File: src/rtl/uart_pwm_cmd_ctrl.sv
// uart_pwm_cmd_ctrl: turns 3-byte UART command frames {header|ch, duty, xor}
// into a valid/ready configuration request toward a PWM core, keeps a shadow
// copy of every channel's duty, and counts framing errors (bad checksum,
// inter-byte timeout, bytes arriving while a request is still pending).
module uart_pwm_cmd_ctrl #(
  parameter int unsigned TIMEOUT_CYCLES = 27000,
  parameter logic [3:0]  HEADER_NIB     = 4'hA
) (
  input  logic        clk,
  input  logic        rst_n,
  input  logic        uart_rx_valid,
  input  logic [7:0]  uart_rx_data,
  output logic [23:0] uart_rx_bytes,
  output logic        cfg_valid,
  input  logic        cfg_ready,
  output logic [1:0]  cfg_ch,
  output logic [7:0]  cfg_duty,
  output logic [31:0] duty_all,
  output logic        frame_err,
  output logic [7:0]  err_count,
  output logic        busy
);

  // Counter only has to reach TIMEOUT_CYCLES-1.
  localparam int unsigned TW = (TIMEOUT_CYCLES > 1) ? $clog2(TIMEOUT_CYCLES) : 1;

  typedef enum logic [1:0] {
    IDLE     = 2'd0,
    GET_DUTY = 2'd1,
    GET_CHK  = 2'd2,
    ISSUE    = 2'd3
  } state_t;

  state_t        state_q, state_d;
  logic [TW-1:0] tmo_q, tmo_d;
  logic [1:0]    ch_q, ch_d;
  logic [7:0]    duty_q, duty_d;
  logic [23:0]   rx_bytes_q, rx_bytes_d;
  logic          cfg_valid_q, cfg_valid_d;
  logic [1:0]    cfg_ch_q, cfg_ch_d;
  logic [7:0]    cfg_duty_q, cfg_duty_d;
  logic          frame_err_q, frame_err_d;
  logic [7:0]    err_count_q, err_count_d;

  logic          err_event;
  logic          header_ok;
  logic          tmo_expired;
  logic          handshake;
  logic [7:0]    expected_chk;

  assign header_ok    = (uart_rx_data[7:4] == HEADER_NIB) && (uart_rx_data[3:2] == 2'b00);
  assign tmo_expired  = (tmo_q == TW'(TIMEOUT_CYCLES - 1));
  assign handshake    = cfg_valid_q && cfg_ready;
  // B0 is fully determined by the header nibble and the latched channel.
  assign expected_chk = {HEADER_NIB, 2'b00, ch_q} ^ duty_q;

  // Frame-parsing FSM: next state, byte capture, timeout and request handling.
  always_comb begin
    state_d     = state_q;
    tmo_d       = tmo_q;
    ch_d        = ch_q;
    duty_d      = duty_q;
    rx_bytes_d  = rx_bytes_q;
    cfg_valid_d = cfg_valid_q;
    cfg_ch_d    = cfg_ch_q;
    cfg_duty_d  = cfg_duty_q;
    err_event   = 1'b0;

    case (state_q)
      IDLE: begin
        tmo_d = '0;
        // Anything that is not a well-formed header is line noise: drop quietly.
        if (uart_rx_valid && header_ok) begin
          ch_d       = uart_rx_data[1:0];
          rx_bytes_d = {rx_bytes_q[15:0], uart_rx_data};
          state_d    = GET_DUTY;
        end
      end

      GET_DUTY: begin
        // A byte arriving on the expiry cycle still wins over the timeout.
        if (uart_rx_valid) begin
          duty_d     = uart_rx_data;
          rx_bytes_d = {rx_bytes_q[15:0], uart_rx_data};
          tmo_d      = '0;
          state_d    = GET_CHK;
        end else if (tmo_expired) begin
          tmo_d     = '0;
          err_event = 1'b1;
          state_d   = IDLE;
        end else begin
          tmo_d = tmo_q + TW'(1);
        end
      end

      GET_CHK: begin
        if (uart_rx_valid) begin
          rx_bytes_d = {rx_bytes_q[15:0], uart_rx_data};
          tmo_d      = '0;
          if (uart_rx_data == expected_chk) begin
            cfg_valid_d = 1'b1;
            cfg_ch_d    = ch_q;
            cfg_duty_d  = duty_q;
            state_d     = ISSUE;
          end else begin
            err_event = 1'b1;
            state_d   = IDLE;
          end
        end else if (tmo_expired) begin
          tmo_d     = '0;
          err_event = 1'b1;
          state_d   = IDLE;
        end else begin
          tmo_d = tmo_q + TW'(1);
        end
      end

      ISSUE: begin
        // No timeout here: the request is held until the PWM core takes it.
        tmo_d = '0;
        if (uart_rx_valid) begin
          err_event = 1'b1;
        end
        if (handshake) begin
          cfg_valid_d = 1'b0;
          state_d     = IDLE;
        end
      end

      default: begin
        state_d     = IDLE;
        tmo_d       = '0;
        cfg_valid_d = 1'b0;
      end
    endcase
  end

  // Error pulse and saturating error counter.
  always_comb begin
    frame_err_d = err_event;
    err_count_d = err_count_q;
    if (err_event && (err_count_q != 8'hFF)) begin
      err_count_d = err_count_q + 8'd1;
    end
  end

  // State register for the parser and request path.
  always_ff @(posedge clk or negedge rst_n) begin
    if (!rst_n) begin
      state_q     <= IDLE;
      tmo_q       <= '0;
      ch_q        <= '0;
      duty_q      <= '0;
      rx_bytes_q  <= '0;
      cfg_valid_q <= 1'b0;
      cfg_ch_q    <= '0;
      cfg_duty_q  <= '0;
      frame_err_q <= 1'b0;
      err_count_q <= '0;
    end else begin
      state_q     <= state_d;
      tmo_q       <= tmo_d;
      ch_q        <= ch_d;
      duty_q      <= duty_d;
      rx_bytes_q  <= rx_bytes_d;
      cfg_valid_q <= cfg_valid_d;
      cfg_ch_q    <= cfg_ch_d;
      cfg_duty_q  <= cfg_duty_d;
      frame_err_q <= frame_err_d;
      err_count_q <= err_count_d;
    end
  end

  // One shadow duty lane per channel, written on the accepting handshake.
  for (genvar gi = 0; gi < 4; gi++) begin : g_lane
    logic [7:0] lane_q;

    // Capture the issued duty when this lane is the handshake target.
    always_ff @(posedge clk or negedge rst_n) begin
      if (!rst_n) begin
        lane_q <= '0;
      end else if (handshake && (cfg_ch_q == 2'(gi))) begin
        lane_q <= cfg_duty_q;
      end
    end

    assign duty_all[gi*8 +: 8] = lane_q;
  end

  assign uart_rx_bytes = rx_bytes_q;
  assign cfg_valid     = cfg_valid_q;
  assign cfg_ch        = cfg_ch_q;
  assign cfg_duty      = cfg_duty_q;
  assign frame_err     = frame_err_q;
  assign err_count     = err_count_q;
  assign busy          = (state_q != IDLE);

endmodule

File: config.mk
export PLATFORM = sky130hd
export DESIGN_NAME = uart_pwm_cmd_ctrl
export DESIGN_NICKNAME = d
export VERILOG_FILES = /design/src/rtl/uart_pwm_cmd_ctrl.sv
export SDC_FILE = /design/constraint.sdc
export NUM_CORES = 1
export LEC_CHECK = 0
export BUFFER_PORTS_ARGS = -buffer_cell sky130_fd_sc_hd__buf_4
export CAP_MARGIN = 20
export CORE_MARGIN = 3
export CORE_UTILIZATION = 41
export CTS_BUF_LIST = sky130_fd_sc_hd__clkbuf_2
export DETAILED_ROUTE_END_ITERATION = 8
export HOLD_SLACK_MARGIN = 0.02
export PLACE_DENSITY = 0.7
export SLEW_MARGIN = 25
export SYNTH_ARGS = -nofsm -noshare
export SYNTH_HDL_FRONTEND = slang
export SYNTH_SLANG_ARGS = --single-unit
File: constraint.sdc
create_clock -name clk -period 3.2 [get_ports clk]
set_input_delay 0.32 -clock clk [delete_from_list [all_inputs] [get_ports clk]]
set_output_delay 0.32 -clock clk [all_outputs]
set_load 0.01 [all_outputs]
==> results.yml <==
outcome:
  status: "complete, no violations"
timing:
  setup_violations: 0
  finalCritPeriodShare_pct: 68.1
  fin_hold_ws_ns: 0.184
  hold_violations: 0
  grt_setup_unrepaired: "false"
  timing.fmax_ghz: 0.459
  worst_pin_slew_ns: 0.788
  min_period_ns: 2.18
  finalSetupTns_ns: 0
  finalWorstSetupSlack_ns: 1.02
  fin_worst_skew_ns: 0.0347
  relSlewSlack_pct: 47.2
  drv_slew: 0
place:
  dp_slack_ns: 1.16
  dpl_cell_area_um2: 5290
  dp.cells: 540
  portBuffers: 88
  place.gp.congestion: 0.825
  dp_hpwl_um: 6380
layout:
  final_cell_mix: "103 x dfrtp_1, 90 x buf_4, 42 x mux2_2"
  antenna_cells: 0
  final_common_cell: "dfrtp_1"
  fin_nets: 443
  areaGrowthSynthToFinish_pct: 22.9
  fin_cells: 566
  drive_gt1_share_pct: 37.9
  fin_area_um2: 5500
  final_core_util_pct: 52.6
floorplan:
  die-area_um2: 12200
  fp.coreArea_um2: 10500
  fp.dieH_um: 110
  placementRows: 37
  start_util_pct: 42.8
  die_w_um: 110
  pin_count: 89
logic_synthesis:
  postSynthCellCount: 319
  synth_area_um2: 4470
  synth_async_sr_flop_share_pct: 100
  yosysSeqAreaShare_pct: 57.6
  post_synth.cell_area_avg_um2: 14.0
  synth_nets: 337
  synth_edf_count: 0
  yosysUniqueCellTypes: 49
  ys_ff_latch: 103
  yosys_warnings: 0
  synth_flop_cell: "dfrtp_1"
clock_tree:
  clock-root-buffer: "clkbuf_2"
  clock_path_buffers: 2
  htreeDepth: 3
  cts_resized: 0
  clock_latency_ns: 0.57
  numCtsBuffers: 9
  cts_tree: "yes"
  clk_pin_slew_worst_paths_ns: 0.30
  cts.sinks: 103
route:
  route.detailed.drc: 0
  drtPass1Iterations: 4
  wl_um: 8930
  drt_iter0_markers: 111
  num_vias: 2893
  wl_per_cell_um: 15.8
  detail-route-antenna-nets: 0
  via_per_inst: 5.11
flow_run:
  drv_cap: 0
critical_path:
  crit_path_max_fanout: 9
  endpoint_kind: "primary output"
  start_kind: "register"
  worst-setup-path-type: "reg -> out"
  worstPathRequired_ns: 2.88
  cp.arrival_ns: 1.86
global_routing:
  track_usage_pct: 15.3
  grt_max_degree: 76
  grt_pass1_vias: 3016
  grt_pass1_wl_um: 15400
  antenna_found_initial: 0
  grt-ovfl-total: 0
power_and_ir_drop:
  p_leak_nw: 2.75
  vdd_drop_max_v: 0.000474
  p_per_area_nw_per_um2: 641
  total_power_mw: 3.53
hold_path:
  hp-class: "in -> reg"
## cells in the mapped netlist, types with 3 or more instances
cell / count / area (um^2)
and4_1: 4 / 35.0
a21oi_1: 5 / 25.0
xor2_1: 13 / 114
buf_4: 5 / 37.5
o211ai_1: 4 / 30.0
mux2_1: 34 / 383
nand2_1: 13 / 48.8
mux2_2: 42 / 473
and3_1: 8 / 50.1
nand4_1: 4 / 25.0
dfrtp_1: 103 / 2580
nand3_1: 5 / 25.0
xnor2_1: 10 / 87.6
a22o_1: 3 / 26.3
nor2_1: 18 / 67.6
inv_1: 4 / 15.0
ha_1: 6 / 75.1
## sequential cells by signal, indices dropped and copies added (netlist names)
name / cells
uart_rx_bytes: 24
cfg_valid: 1
ch_q: 2
frame_err: 1
cfg_ch: 2
err_count: 8
tmo_q: 15
duty_q: 8
cfg_duty: 8
g_lane.lane_q: 32
state_q: 2
## where the power goes
| group | leakage [nW] | switching [mW] | internal [mW] |
|---|---|---|---|
| sequential | 1.36 | 0.214 | 1.57 |
| combinational | 1.31 | 0.540 | 0.614 |
| clock | 0.0689 | 0.468 | 0.122 |
| total | 2.75 | 1.22 | 2.30 |
## logic make-up (layout without fill, tap and decap cells)
family,Yosys count,in the layout,share of synthesized area [%]
flip-flops,103,103,57.6
AO/OA/AOI/OAI,25,25,4.36
buffers and inverters,11,122,1.34
multiplexers,80,80,20.2
XOR/XNOR,25,25,5.56
AND/OR/NAND/NOR,69,69,9.20
adder cells (fa/ha/maj),6,6,1.68
## repair_timing
action | CTS | global route
hold buffers | 10 | 0
hold endpoints to repair | 92 | 0
setup buffers | 0 | 0
## worst max-delay path, stage by stage (launching register included)
cell and delay, ns:
dfrtp_1 0.51, inv_1 0.10, ha_1 0.38, inv_1 0.14, buf_4 0.17
## cell type report
| type | count | area (um^2) |
|---|---|---|
| flip-flops and latches | 103 | 2580 |
| fillers | 923 | 4960 |
| inverters | 5 | 18.8 |
| repair buffers | 101 | 787 |
| clock inverters | 7 | 65.1 |
| multi-input cells | 205 | 1840 |
| well taps | 136 | 170 |
| clock buffers | 9 | 45.0 |
## metal layers
metal	part of all wire, %	vias up	track usage, %
li1	-	1357	-
met1	49	1442	21.4
met2	45	83	23.1
met3	4.7	11	4.22
met4	1.6	0	5.25
met5	0	-	0
## worst paths after layout
kind | start | endpoint | slack (ns) | cells past startpoint
setup reg to reg | err_count[0] | err_count[1] | 1.12 | 6
setup / recovery | state_q[1] | busy | 1.02 | 4
min in group asynchronous | rst_n | err_count[5] | 0.27 | 2
hold / removal | uart_rx_valid | frame_err | 0.18 | 4
max in group asynchronous | rst_n | uart_rx_bytes[19] | 2.23 | 3
hold reg to reg | tmo_q[0] | tmo_q[0] | 0.51 | 1
(Power assumes the default switching activity.)
